**config.mk**
```make
export PLATFORM = sky130hd
export DESIGN_NAME = uart_cmd_dispatcher
export DESIGN_NICKNAME = d
export VERILOG_FILES = /design/src/rtl/uart_cmd_dispatcher.sv
export SDC_FILE = /design/constraint.sdc
export NUM_CORES = 1
export LEC_CHECK = 0
export ABC_AREA = 1
export CORE_ASPECT_RATIO = 0.75
export CORE_MARGIN = 3
export CORE_UTILIZATION = 40
export DETAILED_ROUTE_END_ITERATION = 12
export GPL_ROUTABILITY_DRIVEN = 0
export PLACE_DENSITY = 0.77
export SKIP_CTS_REPAIR_TIMING = 1
export SLEW_MARGIN = 20
export SYNTH_ARGS = -nofsm -noshare
export SYNTH_HDL_FRONTEND = slang
export SYNTH_SLANG_ARGS = --single-unit
```
**constraint.sdc**
```tcl
create_clock -name CLK -period 34.6 [get_ports CLK]
set_clock_uncertainty 0.2 [all_clocks]
set_input_delay 8.65 -clock CLK [delete_from_list [all_inputs] [get_ports CLK]]
set_output_delay 8.65 -clock CLK [all_outputs]
set_load 0.05 [all_outputs]
```
**src/rtl/uart_cmd_dispatcher.sv**
```systemverilog
// Frames a UART byte stream into motor command packets and holds one pending command per channel.
// Define CMD_CHECKSUM_EN to require a trailing XOR checksum byte (mismatch reported on err_index).
module uart_cmd_dispatcher #(
    parameter int NUM_MOTORS  = 10,
    parameter int DIV_W       = 15,
    parameter int STEP_W      = 17,
    parameter int TIMEOUT_CYC = 2400
) (
    input  logic                         CLK,
    input  logic                         reset,
    input  logic [7:0]                   rx_data,
    input  logic                         rx_valid,
    input  logic [NUM_MOTORS-1:0]        mtr_ready,
    output logic [NUM_MOTORS-1:0]        load,
    output logic [NUM_MOTORS*DIV_W-1:0]  div_out,
    output logic [NUM_MOTORS*STEP_W-1:0] step_out,
    output logic [NUM_MOTORS-1:0]        pending,
    output logic                         err_index,
    output logic                         err_overflow,
    output logic                         err_timeout,
    output logic [1:0]                   dbg_state_o
);

    localparam logic [1:0] S_IDLE   = 2'd0;
    localparam logic [1:0] S_DATA   = 2'd1;
    localparam logic [1:0] S_COMMIT = 2'd2;
    localparam int TW = (TIMEOUT_CYC > 1) ? $clog2(TIMEOUT_CYC) : 1;
`ifdef CMD_CHECKSUM_EN
    localparam logic [2:0] LAST_CNT = 3'd4;
`else
    localparam logic [2:0] LAST_CNT = 3'd3;
`endif

    logic [1:0]            state_q, state_d;
    logic [3:0]            idx_q, idx_d;
    logic                  bad_q, bad_d;
    logic [2:0]            cnt_q, cnt_d;
    logic [31:0]           payload_q, payload_d;
    logic [TW-1:0]         tmo_q, tmo_d;
    logic [NUM_MOTORS-1:0] pending_q, pending_d;
    logic [NUM_MOTORS-1:0] load_q, load_d;
    logic [NUM_MOTORS-1:0] sel, wr_vec;
    logic [31:0]           slot_q [NUM_MOTORS];
    logic                  err_index_q, err_index_d;
    logic                  err_overflow_q, err_overflow_d;
    logic                  err_timeout_q, err_timeout_d;
    logic                  reject;
`ifdef CMD_CHECKSUM_EN
    logic [7:0]            csum_q, csum_d;
    logic                  csum_ok_q, csum_ok_d;
    assign reject = bad_q | ~csum_ok_q;
`else
    assign reject = bad_q;
`endif

    always_comb begin
        for (int i = 0; i < NUM_MOTORS; i++) begin
            sel[i] = (idx_q == 4'(i));
        end
    end

    always_comb begin
        state_d        = state_q;
        idx_d          = idx_q;
        bad_d          = bad_q;
        cnt_d          = cnt_q;
        payload_d      = payload_q;
        tmo_d          = '0;
        wr_vec         = '0;
        err_index_d    = 1'b0;
        err_overflow_d = 1'b0;
        err_timeout_d  = 1'b0;
`ifdef CMD_CHECKSUM_EN
        csum_d         = csum_q;
        csum_ok_d      = csum_ok_q;
`endif
        case (state_q)
            S_DATA: begin
                if (rx_valid) begin
                    cnt_d = cnt_q + 3'd1;
`ifdef CMD_CHECKSUM_EN
                    if (cnt_q != LAST_CNT) payload_d = {rx_data, payload_q[31:8]};
                    csum_d    = csum_q ^ rx_data;
                    csum_ok_d = (csum_q == rx_data);
`else
                    payload_d = {rx_data, payload_q[31:8]};
`endif
                    if (cnt_q == LAST_CNT) state_d = S_COMMIT;
                end else if (tmo_q == TW'(TIMEOUT_CYC - 1)) begin
                    err_timeout_d = 1'b1;
                    state_d       = S_IDLE;
                end else begin
                    tmo_d = tmo_q + TW'(1);
                end
            end
            default: begin
                // COMMIT also accepts a new byte0, so it shares the IDLE transition.
                if (state_q == S_COMMIT) begin
                    if (reject) err_index_d = 1'b1;
                    else if (!(|(pending_q & sel)) || (|(load_q & sel))) wr_vec = sel;
                    else err_overflow_d = 1'b1;
                end
                if (rx_valid) begin
                    idx_d   = rx_data[3:0];
                    bad_d   = (rx_data[7:4] != 4'd0) || ({1'b0, rx_data[3:0]} >= 5'(NUM_MOTORS));
                    cnt_d   = 3'd0;
                    state_d = S_DATA;
`ifdef CMD_CHECKSUM_EN
                    csum_d  = rx_data;
`endif
                end else begin
                    state_d = S_IDLE;
                end
            end
        endcase
    end

    // A same-edge commit re-arms pending, so the new data gets its own load pulse.
    assign pending_d = wr_vec | (pending_q & ~load_q);
    assign load_d    = pending_d & mtr_ready;

    always_ff @(posedge CLK or posedge reset) begin
        if (reset) begin
            state_q        <= S_IDLE;
            idx_q          <= '0;
            bad_q          <= 1'b0;
            cnt_q          <= '0;
            payload_q      <= '0;
            tmo_q          <= '0;
            pending_q      <= '0;
            load_q         <= '0;
            err_index_q    <= 1'b0;
            err_overflow_q <= 1'b0;
            err_timeout_q  <= 1'b0;
            for (int i = 0; i < NUM_MOTORS; i++) slot_q[i] <= '0;
`ifdef CMD_CHECKSUM_EN
            csum_q         <= '0;
            csum_ok_q      <= 1'b0;
`endif
        end else begin
            state_q        <= state_d;
            idx_q          <= idx_d;
            bad_q          <= bad_d;
            cnt_q          <= cnt_d;
            payload_q      <= payload_d;
            tmo_q          <= tmo_d;
            pending_q      <= pending_d;
            load_q         <= load_d;
            err_index_q    <= err_index_d;
            err_overflow_q <= err_overflow_d;
            err_timeout_q  <= err_timeout_d;
            for (int i = 0; i < NUM_MOTORS; i++) begin
                if (wr_vec[i]) slot_q[i] <= payload_q;
            end
`ifdef CMD_CHECKSUM_EN
            csum_q         <= csum_d;
            csum_ok_q      <= csum_ok_d;
`endif
        end
    end

    for (genvar g = 0; g < NUM_MOTORS; g++) begin : g_out
        assign div_out[g*DIV_W +: DIV_W]    = slot_q[g][DIV_W-1:0];
        assign step_out[g*STEP_W +: STEP_W] = slot_q[g][DIV_W +: STEP_W];
    end

    assign load         = load_q;
    assign pending      = pending_q;
    assign err_index    = err_index_q;
    assign err_overflow = err_overflow_q;
    assign err_timeout  = err_timeout_q;
    assign dbg_state_o  = state_q;

endmodule

```
# [Yosys cells after proc, flatten, opt, wreduce, memory -nomap -nowiden]
# Cells that the tools add are included.
[classes] n_addsub=2 magnitude_cmp=1 eq_ne=15 mux=25 n_bitwise=7 reduce_logical=10
[ops] operator="10-bit AND" n=4
[ops] operator="10-bit 2-to-1 mux" n=4
[ops] operator="12-bit 2-to-1 mux" n=3
[ops] operator="10-bit OR reduction" n=2
[ops] operator="4-bit by 3-bit == test with 1-bit output (second input constant)" n=4
[ops] operator="12-bit by 1-bit adder with 12-bit output (second input constant)" n=1
[ops] operator="12-bit == test (second input constant)" n=1
[ops] operator="1-bit 2-to-1 mux" n=11
[ops] operator="10-bit inverter" n=1
[ops] operator="10-bit bitwise OR" n=1
[ops] operator="3-bit 2-to-1 mux" n=3
[ops] operator="4-bit by 2-bit == test with 1-bit output (second input constant)" n=2
[ops] operator="4-bit == test (second input constant)" n=2
[ops] operator="2-bit 2-to-1 mux" n=4
[ops] operator="3-bit != test (second input constant)" n=2
[ops] operator="2-bit AND reduction" n=3
[ops] operator="4-bit by 1-bit == test with 1-bit output (second input constant)" n=1
[ops] operator="4-bit greater-or-equal comparator (second input constant)" n=1
[ops] operator="4-bit zero test" n=1
[ops] operator="4-bit nonzero test" n=1
[ops] operator="3-bit by 1-bit adder with 3-bit output (second input constant)" n=1
[ops] operator="3-bit by 2-bit == test with 1-bit output (second input constant)" n=1
[ops] operator="2-bit by 1-bit == test with 1-bit output (second input constant)" n=1
[ops] operator="2-bit == test (second input constant)" n=1
[ops] operator="3 further kinds" n=4
[totals] regBits=397 input_bits=21 output_inout_bits=345

# [Longest topological paths before layout]
[logic_depth] ltp_word=11 mapped_depth=14 ltp_nobuf=11

# [Worst setup path before layout]
# No wires, ideal clock.
[synth_path] path_kind="input port to flip-flop" from="input rx_valid" to="register payload_q[10]" setup_ns=0.117 arrival_time_ns=9.591 path_slack_ns=24.692 stages=6 path_cell_list="inv_1 > nor2_1 > clkinv_1 > clkbuf_1 > nand2_1 > nand2_1"
[synth_between] elab_chain_cells=1
[synth_rtl] element="from (decl)" line="12" rtl="input logic rx_valid,"
[synth_rtl] element="2-bit AND reduction (no source line)"
[synth_rtl] element="to (signal assigned)" line="145" rtl="payload_q <= payload_d;"
[synth_rtl] element="to (decl)" line="38" rtl="logic [31:0] payload_q, payload_d;"
# No other way between the ends.
# A chain may end at the register's enable or synchronous reset.

# [Worst setup path in the final report]
[layout_path] from="input rx_valid" to="register payload_q[23]"
# Same word-level chain as after synthesis.

==> flow_metrics.env <==
export IMPL_path_clk_slew_ns=0.06
export IMPL_cts_htree_levels=2
export IMPL_drc_errors=0
export IMPL_vias=14242
export IMPL_critPathKind="input pin to register"
export IMPL_finalCritPeriodShare_pct=32.5
export IMPL_required_ns=34.82
export IMPL_die_h_microns=179
export IMPL_numCtsBuffers=41
export IMPL_endpoint_kind="register"
export IMPL_syn_avg_cell_area_sq_um=8.83
export IMPL_finalHoldViolCount=0
export IMPL_port_buffers=365
export IMPL_slew_headroom_pct=28.5
export IMPL_cts_tree="built"
export IMPL_irDropWorstVdd_uv=59.7
export IMPL_arrival_ns=11.47
export IMPL_grt_pass1_wl_microns=83500
export IMPL_synth_cell_type_count=31
export IMPL_p_seq_share_pct=52.5
export IMPL_final_max_slew_viol_count=0
export IMPL_p_int_mw=0.773
export IMPL_overflow=0
export IMPL_synth_ff_type="dfrtp_1"
export IMPL_ys_warn_count=0
export IMPL_core_area_sq_um=38900
export IMPL_finalCriticalPeriod_ns=11.25
export IMPL_yosysSeqAreaShare_pct=62.0
export IMPL_clkLatencyLatePin_ns=0.54
export IMPL_placed_area_sq_um=19900
export IMPL_synth_fp_nets=1838
export IMPL_hpwl_microns=35200
export IMPL_root_buffer="clkbuf_16"
export IMPL_crit_path_cell_trace="clkdlybuf4s50_1 > inv_1 > nor2_4 > clkinv_1 > o21ai_0"
export IMPL_fp_dieArea_sq_um=42500
export IMPL_slowest_stage="clkinv_1"
export IMPL_clockPowerShare_pct=39.0
export IMPL_post_route_cell_area_sq_um=21300
export IMPL_grt_pass1_vias=13731
export IMPL_min_path_type="register to register"
export IMPL_grt_setup_unrepaired="no"
export IMPL_syn_inst=1814
export IMPL_synth_area_sq_um=16000
export IMPL_timing_fmax_mhz=88.9
export IMPL_rrSetupSlack_ns=30.50
export IMPL_nets=2126
export IMPL_grt_max_degree=143
export IMPL_wire_per_inst_microns=20.9
export IMPL_synth_edf_count=0
export IMPL_p_leak_nw=10.9
export IMPL_drtAntennaViolNets=0
export IMPL_io_pins=366
export IMPL_firstDrtPassIters=8
export IMPL_setup_worst_path_start_class="input pin"
export IMPL_ys_ff_latch=397
export IMPL_cap_violations=0
export IMPL_vias_per_cell=5.38
export IMPL_slowest_delay_ns=1.04
export IMPL_tightestPinTransition_ns=1.07
export IMPL_clockBufferDepth=3
export IMPL_dr_first_iter_drc_count=1587
export IMPL_worst_path_max_fanout=35
export IMPL_setup_viol=0
export IMPL_combPwrFrac_pct=8.5
export IMPL_status="completed"
export IMPL_area_growth_pct=32.8
export IMPL_diodes=0
export IMPL_p_sw_mw=0.370
export IMPL_drt_total_wl_microns=55300
export IMPL_power_density_nw_per_um2=53.7
export IMPL_start_util_pct=41.2
export IMPL_async_flop_share_pct=100
export IMPL_num_rows=62
export IMPL_swShare_pct=32.4
export IMPL_drive_above_1_share_pct=5.20
export IMPL_antenna_found_initial=0
export IMPL_grt_total_usage_pct=25.6
export IMPL_finalSetupTns_ns=0
export IMPL_cts_sinks=397
export IMPL_worstHoldPathCells=2
export IMPL_rr_worst_depth=11
export IMPL_dieWidth_microns=237
[registers in the layout, indices dropped and copies added, names as in the netlist]
name and cells:
step_out 170, div_out 150, payload_q 32, tmo_q 12, load 10, pending 10
idx_q 4, cnt_q 3, dbg_state_o 2, bad_q 1, err_index 1, err_overflow 1
err_timeout 1
[power groups by stage]
stage | sequential (mW) | combinational, mW | clock, mW
after floorplan | 0.523 | 0.0993 | 0
after global placement | 0.604 | 0.0929 | 0
after detailed placement | 0.605 | 0.0968 | 0
after CTS | 0.597 | 0.0973 | 0.452
after global routing | 0.602 | 0.108 | 0.471
final | 0.600 | 0.0966 | 0.446
[layout make-up]
type	count	area (sq um)
Timing Repair Buffer	382	3790
Clock inverter	15	179
Sequential cell	397	9930
Inverter	51	199
Multi-Input combinational cell	1229	5370
Tap cell	512	641
Clock buffer	59	1160
Fill cell	3319	17600
[cells in the final DEF (no fill, tap or decap), types with 2 or more instances in the layout]
cell and instances:
nand2_1 785, clkinvlp_4 4, nor2_2 3, nor4_1 2
clkbuf_1 11, inv_1 45, bufinv_16 3, a21oi_1 14
nand3b_1 2, clkinv_2 3, nand2_2 3, clkbuf_16 41
ha_1 3, nor2_4 2, o21ai_0 12, buf_4 16
nand2_4 7, clkdlybuf4s50_1 365, nor2_1 28, dfrtp_1 397
nor3_4 5, inv_6 4, inv_2 4, nand3_1 344
nor3_1 5, clkbuf_8 8, a31oi_1 2, nor4_4 3
[through the flow]
step / hold WS, ns / setup WS, ns / utilization (%) / instances / power [mW]
after floorplan: 0.232 / 14.71 / - / 1814 / 0.622
after global placement: 0.245 / 22.88 / 51.2 / 2570 / 0.697
after detailed placement: 0.257 / 22.79 / 51.2 / 2570 / 0.702
after CTS: 0.273 / 23.37 / 54.7 / 2644 / 1.15
after global routing: 0.288 / 23.07 / 54.7 / 2645 / 1.18
final: 0.268 / 23.35 / 54.7 / 2645 / 1.14
[Yosys cell counts (3+ instances only)]
master / number / area share (%)
a21oi_1: 14 / 0.44
buf_2: 66 / 2.1
buf_4: 3 / 0.14
clkbuf_1: 66 / 1.5
dfrtp_1: 397 / 62
ha_1: 3 / 0.23
inv_1: 46 / 1.1
inv_2: 4 / 0.094
nand2_1: 788 / 18
nand2_4: 8 / 0.56
nand3_1: 344 / 11
nor2_1: 30 / 0.70
nor2_2: 3 / 0.12
nor3_1: 7 / 0.22
nor3_2: 4 / 0.25
o21ai_0: 12 / 0.37
[cell families (layout without fill, tap and decap cells)]
| kind of cell | after synthesis | after routing | share of synthesized area (%) |
|---|---|---|---|
| DFF | 397 | 397 | 62.0 |
| AOI/OAI and AO/OA | 32 | 32 | 1.06 |
| adders and majority gates | 3 | 3 | 0.234 |
| and+or+nand+nor | 1194 | 1194 | 31.6 |
| buffers and inverters | 188 | 507 | 5.04 |
[critical path: cells and delay by family]
kind            cells  cell delay (ns)
buf+inv             3             1.64
simple gates        1             0.65
compound gates      1             0.52
[worst paths after layout]
kind	startpoint	end
max in group asynchronous	reset	step_out[37]
setup reg to reg	idx_q[0]	step_out[41]
hold reg to reg	div_out[149]	div_out[149]
setup / recovery	rx_valid	payload_q[23]
min in group asynchronous	reset	div_out[63]
hold / removal	div_out[149]	div_out[149]
[routing by layer]
metal  track usage, %  wire length [microns]  vias up  part of all wire, %
li1                 -                      -     6330                    -
met1             34.1                  21800     7024                   39
met2             41.9                  26400      772                   48
met3             5.74                   5410      116                  9.8
met4             8.81                   1810        0                  3.3
met5                0                      0        -                    0
Power figures use the tool's default switching activity.
